`config.mk`:
```
export PLATFORM = sky130hd
export DESIGN_NAME = control_sequencer
export DESIGN_NICKNAME = d
export VERILOG_FILES = /design/src/rtl/cpu_pkg.sv /design/src/rtl/op_class_decode.sv /design/src/rtl/control_sequencer.sv
export SDC_FILE = /design/constraint.sdc
export NUM_CORES = 1
export LEC_CHECK = 0
export CORE_MARGIN = 10
export CORE_UTILIZATION = 32
export DETAILED_ROUTE_END_ITERATION = 16
export PLACE_DENSITY = 0.76
export RECOVER_POWER = 25
export SKIP_CTS_REPAIR_TIMING = 1
export SLEW_MARGIN = 20
export SYNTH_ARGS = -nofsm -noshare
export SYNTH_HDL_FRONTEND = slang
export SYNTH_SLANG_ARGS = --single-unit
```
`constraint.sdc`:
```
create_clock -name clock -period 1.5 [get_ports clock]
set_input_delay 0.3 -clock clock [delete_from_list [all_inputs] [get_ports clock]]
set_output_delay 0.3 -clock clock [all_outputs]
set_load 0.005 [all_outputs]
```
`src/rtl/cpu_pkg.sv`:
```
// Shared constants and types for the hardwired control unit: opcodes, ALU codes,
// sequencer states, the decoded opcode class and the bundle of control strobes.
package cpu_pkg;

  localparam logic [4:0] OP_LD   = 5'b00000;
  localparam logic [4:0] OP_LDI  = 5'b00001;
  localparam logic [4:0] OP_ST   = 5'b00010;
  localparam logic [4:0] OP_ADD  = 5'b00011;
  localparam logic [4:0] OP_SUB  = 5'b00100;
  localparam logic [4:0] OP_AND  = 5'b00101;
  localparam logic [4:0] OP_OR   = 5'b00110;
  localparam logic [4:0] OP_ADDI = 5'b01100;
  localparam logic [4:0] OP_ANDI = 5'b01101;
  localparam logic [4:0] OP_ORI  = 5'b01110;
  localparam logic [4:0] OP_BR   = 5'b10011;
  localparam logic [4:0] OP_JR   = 5'b10100;
  localparam logic [4:0] OP_JAL  = 5'b10101;
  localparam logic [4:0] OP_NOP  = 5'b11010;
  localparam logic [4:0] OP_HALT = 5'b11011;

  localparam logic [3:0] ALU_ADD = 4'd0;
  localparam logic [3:0] ALU_SUB = 4'd1;
  localparam logic [3:0] ALU_AND = 4'd2;
  localparam logic [3:0] ALU_OR  = 4'd3;

  typedef enum logic [3:0] {
    S_RESET = 4'd0,
    S_T0    = 4'd1,
    S_T1    = 4'd2,
    S_T2    = 4'd3,
    S_T3    = 4'd4,
    S_T4    = 4'd5,
    S_T5    = 4'd6,
    S_T6    = 4'd7,
    S_T7    = 4'd8,
    S_HALT  = 4'd9
  } state_t;

  typedef struct packed {
    logic alu_r;
    logic alu_i;
    logic ld;
    logic ldi;
    logic st;
    logic br;
    logic jr;
    logic jal;
    logic nop;
    logic halt;
  } op_class_t;

  typedef struct packed {
    logic       pc_out;
    logic       mar_in;
    logic       inc_pc;
    logic       pc_in;
    logic       z_in;
    logic       zlow_out;
    logic       y_in;
    logic       mdr_in;
    logic       mdr_out;
    logic       read;
    logic       write;
    logic       ir_in;
    logic       con_in;
    logic       c_out;
    logic       gra;
    logic       grb;
    logic       grc;
    logic       r_in;
    logic       r_out;
    logic       ba_out;
    logic [3:0] alu_op;
    logic       run;
  } ctrl_t;

  // Immediate forms share the ALU code of their register-register counterparts.
  function automatic logic [3:0] alu_code(input logic [4:0] op);
    case (op)
      OP_SUB:          return ALU_SUB;
      OP_AND, OP_ANDI: return ALU_AND;
      OP_OR,  OP_ORI:  return ALU_OR;
      default:         return ALU_ADD;
    endcase
  endfunction

endpackage

```
`src/rtl/op_class_decode.sv`:
```
// Maps the 5-bit opcode to a one-hot instruction class; unknown opcodes decode as nop.
module op_class_decode
  import cpu_pkg::*;
(
  input  logic [4:0] i_opcode,
  output op_class_t  o_class
);

  always_comb begin
    // NOTE: default every combinational output first so no path leaves it unassigned (no latch).
    o_class = '0;
    case (i_opcode)
      OP_ADD, OP_SUB, OP_AND, OP_OR: o_class.alu_r = 1'b1;
      OP_ADDI, OP_ANDI, OP_ORI:      o_class.alu_i = 1'b1;
      OP_LD:                         o_class.ld    = 1'b1;
      OP_LDI:                        o_class.ldi   = 1'b1;
      OP_ST:                         o_class.st    = 1'b1;
      OP_BR:                         o_class.br    = 1'b1;
      OP_JR:                         o_class.jr    = 1'b1;
      OP_JAL:                        o_class.jal   = 1'b1;
      OP_HALT:                       o_class.halt  = 1'b1;
      default:                       o_class.nop   = 1'b1;
    endcase
  end

endmodule

```
`src/rtl/control_sequencer.sv`:
```
// Hardwired Moore control sequencer: fetch T0-T2, execute T3-T7, decoded from the
// state register and the opcode class of IR[31:27].
module control_sequencer
  import cpu_pkg::*;
(
  input  logic        clock,
  input  logic        reset_n,
  input  logic [31:0] IR,
  input  logic        CON_FF,
  output logic        PCout,
  output logic        MARin,
  output logic        IncPC,
  output logic        PCin,
  output logic        Zin,
  output logic        Zlowout,
  output logic        Yin,
  output logic        MDRin,
  output logic        MDRout,
  output logic        Read,
  output logic        Write,
  output logic        IRin,
  output logic        CONin,
  output logic        Cout,
  output logic        Gra,
  output logic        Grb,
  output logic        Grc,
  output logic        Rin,
  output logic        Rout,
  output logic        BAout,
  output logic [3:0]  alu_op,
  output logic        Run
);

  state_t    r_state;
  state_t    w_next_state;
  op_class_t w_class;
  ctrl_t     w_ctrl;
  logic      w_unused_ir;

  // Register fields are consumed by the select-and-encode stage, not here.
  assign w_unused_ir = ^IR[26:0];

  op_class_decode u_decode (
    .i_opcode (IR[31:27]),
    .o_class  (w_class)
  );

  always_ff @(posedge clock or negedge reset_n) begin
    // NOTE: sequential state uses non-blocking assignment so all flops update together.
    if (!reset_n) r_state <= S_RESET;
    else          r_state <= w_next_state;
  end

  always_comb begin
    w_next_state = r_state;
    case (r_state)
      S_RESET: w_next_state = S_T0;
      S_T0:    w_next_state = S_T1;
      S_T1:    w_next_state = S_T2;
      S_T2:    w_next_state = w_class.halt ? S_HALT : (w_class.nop ? S_T0 : S_T3);
      S_T3:    w_next_state = w_class.jr ? S_T0 : S_T4;
      S_T4:    w_next_state = w_class.jal ? S_T0 : S_T5;
      S_T5:    w_next_state = (w_class.alu_r || w_class.alu_i || w_class.ldi) ? S_T0 : S_T6;
      S_T6:    w_next_state = w_class.br ? S_T0 : S_T7;
      S_T7:    w_next_state = S_T0;
      S_HALT:  w_next_state = S_HALT;
      default: w_next_state = S_RESET;
    endcase
  end

  always_comb begin
    w_ctrl = '0;
    case (r_state)
      S_T0: begin
        w_ctrl.pc_out = 1'b1; w_ctrl.mar_in = 1'b1; w_ctrl.inc_pc = 1'b1;
        w_ctrl.z_in   = 1'b1; w_ctrl.alu_op = ALU_ADD;
      end
      S_T1: begin
        w_ctrl.zlow_out = 1'b1; w_ctrl.pc_in  = 1'b1;
        w_ctrl.read     = 1'b1; w_ctrl.mdr_in = 1'b1;
      end
      S_T2: begin
        w_ctrl.mdr_out = 1'b1; w_ctrl.ir_in = 1'b1;
      end
      S_T3: begin
        if (w_class.alu_r || w_class.alu_i) begin
          w_ctrl.grb = 1'b1; w_ctrl.r_out = 1'b1; w_ctrl.y_in = 1'b1;
        end else if (w_class.ld || w_class.ldi || w_class.st) begin
          w_ctrl.grb = 1'b1; w_ctrl.ba_out = 1'b1; w_ctrl.y_in = 1'b1;
        end else if (w_class.br) begin
          w_ctrl.gra = 1'b1; w_ctrl.r_out = 1'b1; w_ctrl.con_in = 1'b1;
        end else if (w_class.jr) begin
          w_ctrl.gra = 1'b1; w_ctrl.r_out = 1'b1; w_ctrl.pc_in = 1'b1;
        end else if (w_class.jal) begin
          w_ctrl.pc_out = 1'b1; w_ctrl.grb = 1'b1; w_ctrl.r_in = 1'b1;
        end
      end
      S_T4: begin
        if (w_class.alu_r) begin
          w_ctrl.grc  = 1'b1; w_ctrl.r_out  = 1'b1;
          w_ctrl.z_in = 1'b1; w_ctrl.alu_op = alu_code(IR[31:27]);
        end else if (w_class.alu_i) begin
          w_ctrl.c_out = 1'b1; w_ctrl.z_in = 1'b1; w_ctrl.alu_op = alu_code(IR[31:27]);
        end else if (w_class.ld || w_class.ldi || w_class.st) begin
          w_ctrl.c_out = 1'b1; w_ctrl.z_in = 1'b1; w_ctrl.alu_op = ALU_ADD;
        end else if (w_class.br) begin
          w_ctrl.pc_out = 1'b1; w_ctrl.y_in = 1'b1;
        end else if (w_class.jal) begin
          w_ctrl.gra = 1'b1; w_ctrl.r_out = 1'b1; w_ctrl.pc_in = 1'b1;
        end
      end
      S_T5: begin
        if (w_class.alu_r || w_class.alu_i || w_class.ldi) begin
          w_ctrl.zlow_out = 1'b1; w_ctrl.gra = 1'b1; w_ctrl.r_in = 1'b1;
        end else if (w_class.ld || w_class.st) begin
          w_ctrl.zlow_out = 1'b1; w_ctrl.mar_in = 1'b1;
        end else if (w_class.br) begin
          w_ctrl.c_out = 1'b1; w_ctrl.z_in = 1'b1; w_ctrl.alu_op = ALU_ADD;
        end
      end
      S_T6: begin
        if (w_class.ld) begin
          w_ctrl.read = 1'b1; w_ctrl.mdr_in = 1'b1;
        end else if (w_class.st) begin
          w_ctrl.gra = 1'b1; w_ctrl.r_out = 1'b1; w_ctrl.mdr_in = 1'b1;
        end else if (w_class.br) begin
          // CON_FF was loaded at the T3 edge, so it is settled by now.
          w_ctrl.zlow_out = 1'b1; w_ctrl.pc_in = CON_FF;
        end
      end
      S_T7: begin
        if (w_class.ld) begin
          w_ctrl.mdr_out = 1'b1; w_ctrl.gra = 1'b1; w_ctrl.r_in = 1'b1;
        end else if (w_class.st) begin
          w_ctrl.write = 1'b1;
        end
      end
      default: ;
    endcase
    w_ctrl.run = (r_state != S_RESET) && (r_state != S_HALT);
  end

  assign PCout   = w_ctrl.pc_out;
  assign MARin   = w_ctrl.mar_in;
  assign IncPC   = w_ctrl.inc_pc;
  assign PCin    = w_ctrl.pc_in;
  assign Zin     = w_ctrl.z_in;
  assign Zlowout = w_ctrl.zlow_out;
  assign Yin     = w_ctrl.y_in;
  assign MDRin   = w_ctrl.mdr_in;
  assign MDRout  = w_ctrl.mdr_out;
  assign Read    = w_ctrl.read;
  assign Write   = w_ctrl.write;
  assign IRin    = w_ctrl.ir_in;
  assign CONin   = w_ctrl.con_in;
  assign Cout    = w_ctrl.c_out;
  assign Gra     = w_ctrl.gra;
  assign Grb     = w_ctrl.grb;
  assign Grc     = w_ctrl.grc;
  assign Rin     = w_ctrl.r_in;
  assign Rout    = w_ctrl.r_out;
  assign BAout   = w_ctrl.ba_out;
  assign alu_op  = w_ctrl.alu_op;
  assign Run     = w_ctrl.run;

endmodule

```
==> load_flow_metrics.sql <==
INSERT INTO impl_metrics (metric_group, metric, value, unit) VALUES
('timing', 'rsz_0062_raised_after_global_routing', 'yes', ''),
('timing', 'timing.setup.tns', '-7.11', 'ns'),
('finish', 'syn_to_final_growth', '120', '%'),
('global_routing', 'gr_usage_total', '12.5', '%'),
('timing', 'min_period', '2.06', 'ns'),
('worst_setup_path', 'r2r-start', 'r_state[3]', ''),
('die', 'row_count', '19', ''),
('finish', 'largest_reg_by_ff_count', 'r_state', ''),
('worst_setup_path', 'critPathCaptureType', 'primary output', ''),
('place', 'buffer_ports.inserted', '30', ''),
('clock_network', 'clkSlewWorstSetupHoldPaths', '0.04', 'ns'),
('pwr', 'irDropWorstVdd', '0.00138', 'V'),
('worst_setup_path', 'path_max_fanout', '7', ''),
('clock_network', 'cts_root_buffer', 'sky130_fd_sc_hd__clkbuf_4', ''),
('place', 'placement_cell_area', '1480', 'um2'),
('min_path', 'class_of_the_most_critical_hold_timing_path', 'in2async', ''),
('timing', 'timing.hold.ws', '0.340', 'ns'),
('finish', 'fillCellCount', '197', ''),
('die', 'die_height', '72.8', 'um'),
('detailed_routing', 'detail_route.vias_per_cell', '5.78', ''),
('detailed_routing', 'drt_iter0_drc', '144', ''),
('logic_synthesis', 'synth_warnings', '0', ''),
('worst_setup_path', 'timing.rr.end', 'r_state[2]', ''),
('finish', 'final_core_utilization', '72.5', '%'),
('logic_synthesis', 'seq_area_frac_synth', '11.2', '%'),
('global_routing', 'grt_pass1_wl', '5690', 'um'),
('timing', 'final-max-slew-violation-count', '0', ''),
('detailed_routing', 'first_pass_iters', '4', ''),
('worst_setup_path', 'rr_worst_depth', '8', ''),
('timing', 'worst_clock_skew', '0.00269', 'ns'),
('clock_network', 'h-tree-depth', '1', ''),
('clock_network', 'number_of_cts_inserted_buffers', '3', ''),
('worst_setup_path', 'timing.reg2reg.setup_slack', '-0.04', 'ns'),
('die', 'floorplan.initialDensity', '32.9', '%'),
('die', 'ioPinCount', '60', ''),
('logic_synthesis', 'syn_area_per_cell', '6.97', 'um2'),
('finish', 'diodes', '0', ''),
('logic_synthesis', 'synth_seq_cells', '4', ''),
('detailed_routing', 'detailroute.via_count', '1421', ''),
('detailed_routing', 'routedWlPerCell', '20.2', 'um'),
('global_routing', 'global_route.overflow_total', '0', ''),
('detailed_routing', 'postRouteAntennaNets', '0', ''),
('finish', 'biggestRegsByFlops', 'r_state x4', ''),
('timing', 'postLayoutSetupSlackWorst', '-0.559', 'ns'),
('pwr', 'cellLeakagePower', '0.906', 'nW'),
('finish', 'finish.net_count', '252', ''),
('global_routing', 'grt_antenna_before_repair', '0', ''),
('pwr', 'power.density_cell_area', '1490', 'nW/um2'),
('finish', 'flip_flop_count_of_the_largest_register_all_copies_and_words_added', '4', ''),
('logic_synthesis', 'number_of_enable_flip_flop_cells_after_synthesis', '0', ''),
('clock_network', 'clock_sink_count', '4', ''),
('timing', 'setup_violations', '25', ''),
('worst_setup_path', 'category_of_the_most_critical_setup_path', 'reg2out', ''),
('place', 'gp_routability_congestion', '0.895', ''),
('place', 'post-dp-hpwl', '2710', 'um'),
('logic_synthesis', 'post_synth_num_cell_types', '47', ''),
('finish', 'finalInstanceArea', '1960', 'um2'),
('clock_network', 'clock_insertion_delay_worst_skew', '0.23', 'ns'),
('worst_setup_path', 'start_kind', 'flip-flop', ''),
('global_routing', 'grt_pass1_vias', '1230', ''),
('detailed_routing', 'drt_wl_total', '4980', 'um'),
('die', 'fp.dieArea', '5300', 'um2'),
('logic_synthesis', 'ys_async_sr_fraction', '100', '%'),
('logic_synthesis', 'syn_inst', '128', ''),
('finish', 'mostFrequentLayoutCell', 'sky130_fd_sc_hd__buf_4', ''),
('timing', 'fin_crit_share', '137', '%'),
('finish', 'most-common-layout-cells', 'sky130_fd_sc_hd__buf_4, sky130_fd_sc_hd__buf_6, sky130_fd_sc_hd__buf_2', ''),
('logic_synthesis', 'mappedNetlistArea', '892', 'um2'),
('clock_network', 'tritoncts_clock_tree', 'done', ''),
('global_routing', 'grt_start_max_net_pins', '11', ''),
('detailed_routing', 'route.detailed.drc', '0', ''),
('die', 'placeableCoreArea', '2710', 'um2'),
('place', 'pre_cts_ws', '-1.13', 'ns'),
('status', 'status', 'finished with violations', ''),
('run', 'max_cap_violations', '0', ''),
('status', 'failed_checks', 'setup timing', ''),
('die', 'die_x', '72.8', 'um'),
('timing', 'clock.fmax', '486', 'MHz'),
('timing', 'hold_viol', '0', ''),
('clock_network', 'max-clock-path-buffers', '2', ''),
('logic_synthesis', 'ys.flop_type', 'sky130_fd_sc_hd__dfrtp_1', ''),
('finish', 'drive_above_1_share', '70.7', '%'),
('worst_setup_path', 'cp.required', '1.20', 'ns'),
('worst_setup_path', 'critical_path_arrival', '1.76', 'ns');
==> where the power goes <==
part           switching [mW]  internal [mW]  leakage (nW)
combinational            1.19           1.35         0.846
sequential             0.0933          0.164        0.0468
clock                  0.0428         0.0894        0.0138
==> area by class of cell <==
class                   instances  area (um2)  share of cell area [%]
multi-input cells             110        1000                    51.0
repair buffers                 97         795                    40.4
flip-flops and latches          4         104                    5.29
well taps                      31        38.8                    1.97
clock buffers                   3        22.5                    1.15
inverters                       1        3.75                   0.191
==> worst max-delay path by stage <==
| stage | slack (ns) | startpoint | end |
|---|---|---|---|
| global route | -0.64 | r_state[1] | Gra |
| CTS | -1.13 | IR[29] | Gra |
| global placement | -1.14 | IR[28] | Gra |
| finish | -0.56 | r_state[1] | Gra |
| detailed placement | -1.13 | IR[29] | Gra |
| floorplan | -0.006 | IR[29] | Gra |
==> synthesized netlist by cell type (all sizes together) (2+ instances only) <==
| master | count | area share (%) |
|---|---|---|
| nand4b | 2 | 2.0 |
| a211o | 2 | 2.0 |
| and3b | 2 | 2.0 |
| nor2b | 6 | 4.2 |
| mux2i | 2 | 2.2 |
| o32ai | 3 | 2.9 |
| clkbuf | 2 | 0.84 |
| buf | 12 | 9.0 |
| dfrtp | 4 | 11 |
| nor2 | 10 | 4.2 |
| nand2 | 12 | 5.0 |
| nand3 | 4 | 2.2 |
| xor2 | 2 | 2.0 |
| and3 | 2 | 1.4 |
| a31oi | 2 | 1.4 |
| a21oi | 6 | 4.6 |
| and2 | 4 | 2.8 |
| o21ai | 8 | 4.5 |
| nand2b | 5 | 3.5 |
| o22ai | 5 | 3.5 |
| nor3 | 10 | 5.6 |
==> metrics by stage <==
stage               instances  total power [mW]
floorplan                 129             0.972
global placement          220              1.84
detailed placement        220              1.87
CTS                       223              2.02
global route              246              3.06
finish                    246              2.93
==> logic make-up (layout without fill, tap and decap cells) <==
family                 count (synthesis)  in the layout  synth area share, %
flip-flops                             4              4                 11.2
XOR/XNOR                               3              3                 2.95
AO/OA/AOI/OAI                         37             37                 31.1
AND/OR/NAND/NOR                       66             66                 41.8
buffers and inverters                 15            101                 10.2
other                                  1              2                0.420
multiplexers                           2              2                 2.24
==> worst max-delay path, stage by stage (launching register included) <==
cell,delay [ns]
sky130_fd_sc_hd__dfrtp_2,0.45
sky130_fd_sc_hd__buf_6,0.14
sky130_fd_sc_hd__nand4b_1,0.25
sky130_fd_sc_hd__a2111oi_4,0.39
sky130_fd_sc_hd__a311o_1,0.17
sky130_fd_sc_hd__buf_2,0.12
==> layer usage <==
metal  vias up  GRT usage, %  share of wire, %
li1        645             -                 -
met1       684          15.5                39
met2        77          20.4                50
met3        15          3.13               8.7
met4         0          4.43               2.4
met5         -             0                 0
(Power assumes the default switching activity.)
